## config.mk

```make
export PLATFORM = sky130hd
export DESIGN_NAME = mul8u_mac_stage
export DESIGN_NICKNAME = d
export VERILOG_FILES = /design/src/rtl/mul8u_mac_stage.sv
export SDC_FILE = /design/constraint.sdc
export NUM_CORES = 1
export LEC_CHECK = 0
export BUFFER_PORTS_ARGS = -buffer_cell sky130_fd_sc_hd__buf_2
export CORE_MARGIN = 10
export CORE_UTILIZATION = 25
export DETAILED_ROUTE_END_ITERATION = 6
export HOLD_SLACK_MARGIN = 0.12
export PLACE_DENSITY = 0.45
export REMOVE_ABC_BUFFERS = 1
export SYNTH_ARGS = -nofsm -noshare
export SYNTH_HDL_FRONTEND = slang
export SYNTH_SLANG_ARGS = --single-unit
```

## constraint.sdc

```tcl
create_clock -name clk -period 3.4 [get_ports clk]
set_input_delay 0.51 -clock clk [delete_from_list [all_inputs] [get_ports clk]]
set_output_delay 0.51 -clock clk [all_outputs]
set_load 0.005 [all_outputs]
```

## src/rtl/mul8u_mac_stage.sv

```systemverilog
// Three-stage multiply-accumulate wrapper around an external combinational 8x8 multiplier.
// Sums products over a frame delimited by in_last and holds the result behind a valid/ready port.
module mul8u_mac_stage #(
    parameter int ACC_W = 24,
    parameter int SAT   = 1
) (
    input  logic             clk,
    input  logic             rst_n,
    input  logic             in_valid,
    output logic             in_ready,
    input  logic [7:0]       in_a,
    input  logic [7:0]       in_b,
    input  logic             in_last,
    output logic [7:0]       mul_a,
    output logic [7:0]       mul_b,
    input  logic [15:0]      mul_o,
    output logic             out_valid,
    input  logic             out_ready,
    output logic [ACC_W-1:0] out_acc,
    output logic [7:0]       out_count,
    output logic             out_sat
);

    logic             r_s1_valid, r_s1_last;
    logic [7:0]       r_mul_a, r_mul_b;
    logic             r_s2_valid, r_s2_last;
    logic [15:0]      r_s2_p;
    logic [ACC_W-1:0] r_acc, r_out_acc;
    logic [7:0]       r_cnt, r_out_count;
    logic             r_sat, r_out_sat, r_out_valid;

    logic             w_stall, w_adv, w_ovf, w_sat_nxt;
    logic [ACC_W:0]   w_sum;
    logic [ACC_W-1:0] w_acc_nxt;
    logic [7:0]       w_cnt_nxt;

    // Only a finished frame about to overwrite an unconsumed result freezes the pipe.
    assign w_stall   = r_out_valid & ~out_ready & r_s2_valid & r_s2_last;
    assign w_adv     = ~w_stall;

    assign w_sum     = {1'b0, r_acc} + {{(ACC_W-15){1'b0}}, r_s2_p};
    assign w_ovf     = w_sum[ACC_W];
    assign w_acc_nxt = (SAT != 0 && w_ovf) ? {ACC_W{1'b1}} : w_sum[ACC_W-1:0];
    assign w_cnt_nxt = (r_cnt == 8'hFF) ? 8'hFF : r_cnt + 8'd1;
    assign w_sat_nxt = r_sat | w_ovf;

    always_ff @(posedge clk or negedge rst_n) begin
        if (!rst_n) begin
            r_s1_valid  <= 1'b0;
            r_s1_last   <= 1'b0;
            r_mul_a     <= '0;
            r_mul_b     <= '0;
            r_s2_valid  <= 1'b0;
            r_s2_last   <= 1'b0;
            r_s2_p      <= '0;
            r_acc       <= '0;
            r_cnt       <= '0;
            r_sat       <= 1'b0;
            r_out_acc   <= '0;
            r_out_count <= '0;
            r_out_sat   <= 1'b0;
            r_out_valid <= 1'b0;
        end else if (w_adv) begin
            r_s1_valid <= in_valid;
            if (in_valid) begin
                r_s1_last <= in_last;
                r_mul_a   <= in_a;
                r_mul_b   <= in_b;
            end
            r_s2_valid <= r_s1_valid;
            r_s2_last  <= r_s1_last;
            r_s2_p     <= mul_o;

            if (r_s2_valid && !r_s2_last) begin
                r_acc <= w_acc_nxt;
                r_cnt <= w_cnt_nxt;
                r_sat <= w_sat_nxt;
            end

            // Frame close: publish the sum and restart the accumulator on the same edge.
            if (r_s2_valid && r_s2_last) begin
                r_out_acc   <= w_acc_nxt;
                r_out_count <= w_cnt_nxt;
                r_out_sat   <= w_sat_nxt;
                r_out_valid <= 1'b1;
                r_acc       <= '0;
                r_cnt       <= '0;
                r_sat       <= 1'b0;
            end else if (out_ready) begin
                r_out_valid <= 1'b0;
            end
        end
    end

    assign in_ready  = w_adv;
    assign mul_a     = r_mul_a;
    assign mul_b     = r_mul_b;
    assign out_valid = r_out_valid;
    assign out_acc   = r_out_acc;
    assign out_count = r_out_count;
    assign out_sat   = r_out_sat;

endmodule

```

After elaboration in Yosys (flattened, before gate mapping)
Index checks and enable logic that the tools add are counted.

storage, ports and cells
  flip-flop bits (word level) = 103
  bits in latches = 0
  memory bits (writable) = 0
  bits in read-only memories = 0
  output and inout port bits = 51
  memories kept = 0

operators by class
  $add $sub $neg = 2
  multipliers = 0
  divide/modulo/power cells = 0
  $lt $le $gt $ge = 0
  equal/unequal tests = 1
  shifts and indexed selects = 0
  muxes and demuxes = 10
  bitwise operators = 6
  reductions and logical operators = 9

operator list
  kind                                                            number
  24-bit 2-to-1 mux                                               3
  24-bit by 16-bit adder with 25-bit output                       1
  8-bit 2-to-1 mux                                                3
  8-bit by 1-bit adder with 8-bit output (second input constant)  1
  8-bit == test (second input constant)                           1
  2-bit AND reduction                                             4
  1-bit 2-to-1 mux                                                4
  2-bit nonzero test                                              2
  1-bit bitwise AND                                               3
  1-bit logical AND                                               2
  1-bit NOT                                                       2
  1-bit zero test                                                 1
  1-bit bitwise OR                                                1

Longest topological paths before layout
Gate-level depths: netlist (run 1).

  depth in word-level cells = 6
  mapped depth = 11
  mapped depth without buffers = 9

Worst setup path after synthesis (run 1)
No wires, ideal clock.

  kind = reg-to-reg
  from = register r_s2_p[0]
  to = register r_acc[15]
  data arrival time = 2.329 ns
  required time = 3.269 ns
  slack = 0.940 ns
  cell stages (with the launch flop) = 12
  path through = dfrtp_1 -> ha_1 -> fa_1 -> a211oi_1 -> o21a_1 -> o21ai_2 -> a21o_2 -> nor2b_1 -> buf_2 -> buf_6 -> nand2_1 -> nand4_1

between the ends
  word-level cells in the longest chain between the ends = 4

RTL lines
  element                                    line  source
  start, declared                            27    logic [15:0] r_s2_p;
  start signal, assigned                     72    r_s2_p <= mul_o;
  24-bit by 16-bit adder with 25-bit output  41    assign w_sum = {1'b0, r_acc} + {{(ACC_W-15){1'b0}}, r_s2_p};
  24-bit 2-to-1 mux                          43    assign w_acc_nxt = (SAT != 0 && w_ovf) ? {ACC_W{1'b1}} : w_sum[ACC_W-1:0];
  24-bit 2-to-1 mux                          74    if (r_s2_valid && !r_s2_last) begin
  24-bit 2-to-1 mux                          81    if (r_s2_valid && r_s2_last) begin
  end signal, assigned                       75    r_acc <= w_acc_nxt;
  end, declared                              28    logic [ACC_W-1:0] r_acc, r_out_acc;

No other way between the ends. The select of a mux whose other input is x is not followed.
A chain may end at the register's enable or synchronous reset.

Worst setup path in the final report (run 1)
  from = register r_s2_p[0]
  to = register r_acc[18]

Same word-level chain as after synthesis.

==> results of run 1 <==
==> worst reg2reg max path, delay by kind of cell (launching register included) <==
kind,cells,cell delay [ns]
adders and majority gates,2,0.65
AOI/OAI and AO/OA,6,1.29
and+or+nand+nor,1,0.38
DFF,1,0.39
==> worst min-delay path by stage <==
| stage | endpoint | slack [ns] | depth (start not counted) | from |
|---|---|---|---|---|
| 6_report | out_acc[8] | 0.24 | 1 | rst_n |
| 4_1_cts | r_s2_p[4] | 0.28 | 1 | rst_n |
| 3_5_place_dp | r_s2_valid | 0.42 | 2 | r_s1_valid |
| 5_1_grt | out_acc[8] | 0.32 | 1 | rst_n |
| 3_3_place_gp | r_s2_valid | 0.43 | 2 | r_s1_valid |
| 2_1_floorplan | mul_a[0] | 0.21 | 0 | rst_n |
==> layer usage <==
layer / wire length, um / vias to the layer above / GRT usage, %
met1: 6411 / 1944 / 13.63
met5: 0 / - / 0
li1: - / 1979 / -
met2: 6403 / 79 / 16.73
met3: 602 / 13 / 2.328
met4: 278 / 0 / 4.671
==> kinds of logic after synthesis <==
| group | Yosys count | share of synthesized area, % |
|---|---|---|
| XOR/XNOR | 22 | 3.725 |
| AND/OR/NAND/NOR | 172 | 14.97 |
| AO/OA/AOI/OAI | 131 | 16.45 |
| adder cells (fa/ha/maj) | 18 | 4.499 |
| multiplexers | 36 | 7.765 |
| flip-flops | 103 | 49.83 |
| buffers and inverters | 34 | 2.757 |
==> cell usage after synthesis (2+ instances only) <==
cell | count | share of area (%)
sky130_fd_sc_hd__dfrtp_1 | 103 | 50
sky130_fd_sc_hd__nand2_1 | 72 | 5.2
sky130_fd_sc_hd__nor2_1 | 46 | 3.3
sky130_fd_sc_hd__o21ai_0 | 44 | 4.3
sky130_fd_sc_hd__mux2_2 | 33 | 7.2
sky130_fd_sc_hd__clkbuf_1 | 23 | 1.7
sky130_fd_sc_hd__a21oi_1 | 21 | 2.0
sky130_fd_sc_hd__a31oi_1 | 18 | 2.2
sky130_fd_sc_hd__ha_1 | 17 | 4.1
sky130_fd_sc_hd__xnor2_1 | 11 | 1.9
sky130_fd_sc_hd__xor2_1 | 11 | 1.9
sky130_fd_sc_hd__nand3_1 | 10 | 0.97
sky130_fd_sc_hd__nand4_1 | 10 | 1.2
sky130_fd_sc_hd__a21o_1 | 9 | 1.3
sky130_fd_sc_hd__a21boi_0 | 6 | 0.87
sky130_fd_sc_hd__buf_2 | 6 | 0.58
sky130_fd_sc_hd__nor2b_1 | 6 | 0.73
sky130_fd_sc_hd__and2_1 | 5 | 0.60
sky130_fd_sc_hd__nand2b_1 | 5 | 0.60
sky130_fd_sc_hd__nor3_1 | 5 | 0.48
sky130_fd_sc_hd__and3_1 | 3 | 0.36
sky130_fd_sc_hd__inv_1 | 3 | 0.22
sky130_fd_sc_hd__mux2i_1 | 3 | 0.58
sky130_fd_sc_hd__or3_1 | 3 | 0.36
sky130_fd_sc_hd__a221o_1 | 2 | 0.39
sky130_fd_sc_hd__a22o_1 | 2 | 0.34
sky130_fd_sc_hd__a311oi_1 | 2 | 0.34
sky130_fd_sc_hd__a41oi_2 | 2 | 0.63
sky130_fd_sc_hd__and4_1 | 2 | 0.34
sky130_fd_sc_hd__o21ai_2 | 2 | 0.34
sky130_fd_sc_hd__o21ba_2 | 2 | 0.39
sky130_fd_sc_hd__o22a_1 | 2 | 0.34
sky130_fd_sc_hd__o2bb2ai_1 | 2 | 0.34
sky130_fd_sc_hd__o31a_1 | 2 | 0.34
sky130_fd_sc_hd__o31ai_1 | 2 | 0.29
==> placed cells by master (no fill, tap or decap), types with 11 or more instances in the layout <==
| cell | n |
|---|---|
| sky130_fd_sc_hd__xnor2_1 | 11 |
| sky130_fd_sc_hd__xor2_1 | 11 |
| sky130_fd_sc_hd__ha_1 | 17 |
| sky130_fd_sc_hd__a21oi_1 | 21 |
| sky130_fd_sc_hd__nor2_1 | 45 |
| sky130_fd_sc_hd__nand2_1 | 72 |
| sky130_fd_sc_hd__a31oi_1 | 18 |
| sky130_fd_sc_hd__dfrtp_1 | 103 |
| sky130_fd_sc_hd__o21ai_0 | 44 |
| sky130_fd_sc_hd__buf_2 | 86 |
| sky130_fd_sc_hd__mux2_2 | 33 |
==> through the flow <==
| step | power, mW | utilization [%] |
|---|---|---|
| 2_1_floorplan | 2.921 | - |
| 3_3_place_gp | 3.582 | 28.99 |
| 3_5_place_dp | 3.610 | 28.99 |
| 4_1_cts | 4.692 | 30.43 |
| 5_1_grt | 5.005 | 30.43 |
| 6_report | 4.601 | 30.43 |
==> final cells by class <==
cell class	instances	area, sq um
well taps	270	337.8
clock inverters	6	67.56
fillers	2170	14120
clock buffers	9	225.2
multi-input cells	379	2455
inverters	3	11.26
repair buffers	94	503.0
flip-flops and latches	103	2577
==> registers in the layout, summed over array words and instances (netlist names) <==
register	count
r_sat	1
out_sat	1
r_cnt	8
mul_b	8
r_s1_valid	1
r_s2_last	1
out_valid	1
r_s1_last	1
r_s2_p	16
r_acc	24
r_s2_valid	1
out_acc	24
mul_a	8
out_count	8
==> power groups by stage <==
stage	logic (mW)	registers, mW	clock network [mW]
finish	1.74	1.81	1.05
global route	1.99	1.87	1.14
CTS	1.78	1.82	1.09
detailed placement	1.77	1.84	0
global placement	1.76	1.83	0
floorplan	1.11	1.81	0
==> metrics, run 1 <==
max-slew violations 0; Clk network pwr share 22.8%; power density over cell area 744.8 nW/um^2; root buffer selected by CTS sky130_fd_sc_hd__clkbuf_16; Hold Buf Count CTS 0; TritonCTS clock tree built; number of antenna cells inserted 0; final std cell area, no fill 6177 sq um; number of top-level design ports 88; Detailed Routing Iterations Pass 1 4; total of cells resized after clock tree synthesis 0; total of warnings raised by yosys 0; type of destination of the critical path flip-flop; ratio of final minimum period to clock period 82.64%; worst flop-to-flop path endpoint r_acc[18]; total gr overflow 0; DRC Markers 0; DIE AREA 26840 sq um; cells along the critical path ha_1 > fa_1 > a211oi_1 > o21a_1 > o21ai_2 > a21o_2 > nand2b_1 > o21ai_0 > a22o_1; Initial Util 25.48%; number of violations reported at the end of detailed-routing iteration 0 237; Fin Clk Skew 0.008640 ns; worst slew margin relative to its limit 25.45%; Worst Reg2Reg Path Length in Cells 9; Worst-Margin Slew 1.118 ns; setup repair after global routing missed its margin false; proportion of layout cells with a drive suffix above 1 25.76%; number of I/O port buffers 87; maximum clock path buffer count 2; chip height 163.8 um; cell row count 52; maximum number of pins on one net before global-route repair 61; clock latency reported for the late side of the worst-skew pair 0.35 ns; buffers inserted by post-CTS timing repair 0; Synth Area per Inst 10.02 sq um; min-delay worst type in -> async; origin of the worst setup path r_s2_p[0]; Peak supply drop 0.0002657 V; family with the most delay on the worst path compound AO/OA/AOI/OAI gates; FFs w/ async S/R, synth 100.0%; routed wire length 13.70 mm; total number of cells along the worst setup path 9; setup slack after placement 0.6044 ns; via count of the first global-routing pass 4220; outcome finished, final reports clean; data required time of the worst path 3.64 ns; class of the most critical setup path reg -> reg; TNS Setup 0 ns; cell area after synthesis 5172 sq um; relative contribution of sequential cells to total power 39.4%; switch share 37.38%; capture point of the worst path r_acc[18]; Net count, final 645; sum of buffers and inverters on the critical path 0; wire length of the first global-routing pass 22.87 mm; placed cell areas 5884 sq um; startpoint type of the worst setup path flip-flop; clock slew seen by the registers of the worst setup and hold paths 0.07 ns; Via-to-Cell Ratio 4.647; final hold violation count 0; delay of the slowest critical-path stage 0.42 ns; number of instances in the synthesized netlist 516; critical path peak fanout 12; Reg-to-Reg Start r_s2_p[0]; proportion of power drawn by combinational gates 37.9%; wire length per cell after detailed routing 15.85 um; distinct cell type count of the synthesized netlist 56; part of the Yosys area used for sequential elements 49.83%; critical path's slowest cell sky130_fd_sc_hd__fa_1; number of violations of the max-capacitance limit 0; total leakage power 2.787 nW; cts bufs inserted 9; reg-to-reg slack, setup 0.59 ns; estimated wirelength of the detail-placed design 10.17 mm; number of register bits inferred by synthesis 103; Int Power 2.881 mW; number of synthesized flops with an enable pin 0; tightest hold margin 0.2446 ns; GRT Util Overall 10.59%; count of non-filler cells in the finished layout 864; power spent charging and discharging nets 1.720 mW; Worst Setup Slack, final 0.5902 ns; most frequently used flop master after synthesis sky130_fd_sc_hd__dfrtp_1; total of endpoints with negative setup slack in the final report 0; CTS H-Tree Depth 3; total number of vias 4015; endpoint arrival time on the critical path 3.05 ns; CORE AREA 20300 sq um; area delta synth->final 19.42%; Fmax 0.3559 GHz; Cell Count Post-Placement 849; gpl congestion 0.8403; DIE WIDTH 163.8 um; antenna violations before repair 0; clock net sink count 103; final critical-path required period 2.810 ns; remaining number of nets flagged by the antenna check after routing 0
(Power assumes the default switching activity.)
==> inputs of run 2 (changes only) <==
==> constraint.sdc (replaced) <==
create_clock -name clk -period 2.7 [get_ports clk]
set_input_delay 0.405 -clock clk [delete_from_list [all_inputs] [get_ports clk]]
set_output_delay 0.405 -clock clk [all_outputs]
set_load 0.005 [all_outputs]
==> metrics, run 2 (synthesis results as in run 1) <==
ratio of final minimum period to clock period 93.80% (was 82.64%); number of filler instances in the final layout 2166 (was 2170); total number of vias 4038 (was 4015); Via-to-Cell Ratio 4.589 (was 4.647); number of violations reported at the end of detailed-routing iteration 0 320 (was 237); chip height 163.8 um (unchanged); cell row count 52 (unchanged); final hold violation count 0 (unchanged); worst slew margin relative to its limit 43.73% (was 25.45%); Final Power 5.856 mW (was 4.601 mW); area delta synth->final 21.94% (was 19.42%); root buffer selected by CTS sky130_fd_sc_hd__clkbuf_16 (unchanged); maximum clock path buffer count 2 (unchanged); worst flop-to-flop path endpoint r_acc[22] (was r_acc[18]); total of endpoints with negative setup slack in the final report 0 (unchanged); Worst Setup Slack, final 0.1674 ns (was 0.5902 ns); wire length per cell after detailed routing 15.37 um (was 15.85 um); power density over cell area 928.4 nW/um^2 (was 744.8 nW/um^2); antenna violations before repair 0 (unchanged); total gr overflow 0 (unchanged); final critical-path required period 2.533 ns (was 2.810 ns); FF/Latch Area 2577 sq um (unchanged); CORE AREA 20300 sq um (unchanged); number of top-level design ports 88 (unchanged); clock net sink count 103 (unchanged); origin of the worst setup path r_s2_p[0] (unchanged); proportion of layout cells with a drive suffix above 1 27.38% (was 25.76%); Fin Clk Skew 0.007282 ns (was 0.008640 ns); total area of multi-input combinational cells 2460 sq um (was 2455 sq um); startpoint type of the worst setup path flip-flop (unchanged); Net count, final 660 (was 645); worst hold path depth 2; critical path peak fanout 4 (was 12); wire length of the first global-routing pass 22.23 mm (was 22.87 mm); TritonCTS clock tree built (unchanged); setup repair after global routing missed its margin false (unchanged); Worst Reg2Reg Path Length in Cells 10 (was 9); routed wire length 13.52 mm (was 13.70 mm); total leakage power 2.865 nW (was 2.787 nW); Fmax 0.3949 GHz (was 0.3559 GHz); type of destination of the critical path flip-flop (unchanged); share of the core filled with cells 31.07% (was 30.43%); outcome finished, final reports clean (unchanged); max-slew violations 0 (unchanged); TNS Setup 0 ns (unchanged); Worst-Margin Slew 0.8441 ns (was 1.118 ns); clock latency reported for the late side of the worst-skew pair 0.35 ns (about the same); class of the most critical setup path reg -> reg (unchanged); commonest non-fill, non-tap cells in the layout 103 x sky130_fd_sc_hd__dfrtp_1, 86 x sky130_fd_sc_hd__buf_2, 71 x sky130_fd_sc_hd__nand2_1 (was 103 x sky130_fd_sc_hd__dfrtp_1, 86 x sky130_fd_sc_hd__buf_2, 72 x sky130_fd_sc_hd__nand2_1); via count of the first global-routing pass 4290 (was 4220); startpoint of the worst hold path in_a[6]; Initial Util 25.48% (unchanged); data required time of the worst path 2.93 ns (was 3.64 ns); estimated wirelength of the detail-placed design 10.20 mm (was 10.17 mm); remaining number of nets flagged by the antenna check after routing 0 (unchanged); cts bufs inserted 9 (unchanged); clock slew seen by the registers of the worst setup and hold paths 0.07 ns (about the same); most common library cell in the layout ignoring fill and taps sky130_fd_sc_hd__dfrtp_1 (unchanged); number of I/O port buffers 87 (unchanged); DRC Markers 0 (unchanged); GRT Util Overall 10.27% (was 10.59%); reg-to-reg slack, setup 0.17 ns (was 0.59 ns); gpl congestion 0.8666 (was 0.8403); delay of the slowest critical-path stage 0.42 ns (about the same); maximum number of pins on one net before global-route repair 48 (was 61); Hold Path End mul_a[6]; DIE AREA 26840 sq um (unchanged); endpoint arrival time on the critical path 2.76 ns (was 3.05 ns); DIE WIDTH 163.8 um (unchanged); critical path's slowest cell sky130_fd_sc_hd__fa_1 (unchanged); number of antenna cells inserted 0 (unchanged); min-delay worst type in -> reg (was in -> async); Peak supply drop 0.0003147 V (was 0.0002657 V); setup slack after placement 0.09243 ns (was 0.6044 ns); CTS H-Tree Depth 3 (unchanged); number of violations of the max-capacitance limit 0 (unchanged); Reg-to-Reg Start r_s2_p[0] (unchanged); Detailed Routing Iterations Pass 1 5 (was 4); cells along the critical path ha_1 > fa_1 > a211oi_1 > o21a_1 > o31a_1 > o21ai_2 > a21oi_1 > buf_4 > mux2i_1 > nand4_1 (was ha_1 > fa_1 > a211oi_1 > o21a_1 > o21ai_2 > a21o_2 > nand2b_1 > o21ai_0 > a22o_1)
==> run 2: cell types whose count changed in the layout (fill, tap and decap cells not counted), sizes merged <==
| cell | previous run | this run |
|---|---|---|
| buf | 94 | 108 |
| clkbuf | 9 | 14 |
| clkinvlp | 2 | 0 |
| inv | 5 | 3 |
| dlygate4sd3 | 0 | 1 |
==> run 2: final cells by class <==
class	count	share of cell area, %
Clock buffer	14	4.186
Multi-Input combinational cell	379	39.00
Inverter	3	0.1785
Tap cell	270	5.356
Timing Repair Buffer	109	9.800
Sequential cell	103	40.86
Clock inverter	2	0.6150
==> run 2: worst max-delay path by stage <==
stage	end	slack, ns	cells after the start
2_1_floorplan	r_acc[18]	0.25	9
3_3_place_gp	r_acc[23]	0.13	9
3_5_place_dp	r_acc[18]	0.09	9
4_1_cts	r_acc[18]	0.08	9
5_1_grt	r_acc[9]	0.00001	10
6_report	r_acc[22]	0.17	10
==> run 2: repair_timing <==
item                                   CTS  global route
resized for setup                        0             2
hold buffers                             1             0
setup endpoints to repair                0            20
setup buffers                            0             3
endpoints found under the hold margin   23             0
==> run 2: routing by layer <==
| metal | global-route usage, % | share of wire [%] | routed length [um] |
|---|---|---|---|
| met3 | 2.128 | 4.0 | 536 |
| met4 | 4.671 | 1.8 | 237 |
| met5 | 0 | 0 | 0 |
| met2 | 16.05 | 46 | 6217 |
| met1 | 13.37 | 48 | 6531 |
==> run 2: power by group <==
group	total (mW)	internal [mW]	switching, mW
combinational	2.23	0.977	1.25
clock	1.35	0.773	0.574
sequential	2.28	1.98	0.306
==> run 2: worst max-delay path, delay by kind of cell, from the launching register on <==
kind | cells | cell delay [ns]
AOI/OAI and AO/OA | 5 | 0.93
adders and majority gates | 2 | 0.65
buffers and inverters | 1 | 0.16
DFF | 1 | 0.38
muxes | 1 | 0.18
and+or+nand+nor | 1 | 0.11
==> run 2: stage by stage <==
stage / hold slack, ns / instances / area (sq um)
after CTS: 0.2670 / 877 / 6280
after global placement: 0.3392 / 860 / 5967
final: 0.2791 / 880 / 6307
after detailed placement: 0.3433 / 860 / 5967
after floorplan: 0.1094 / 485 / 5041
after global routing: 0.2655 / 880 / 6307
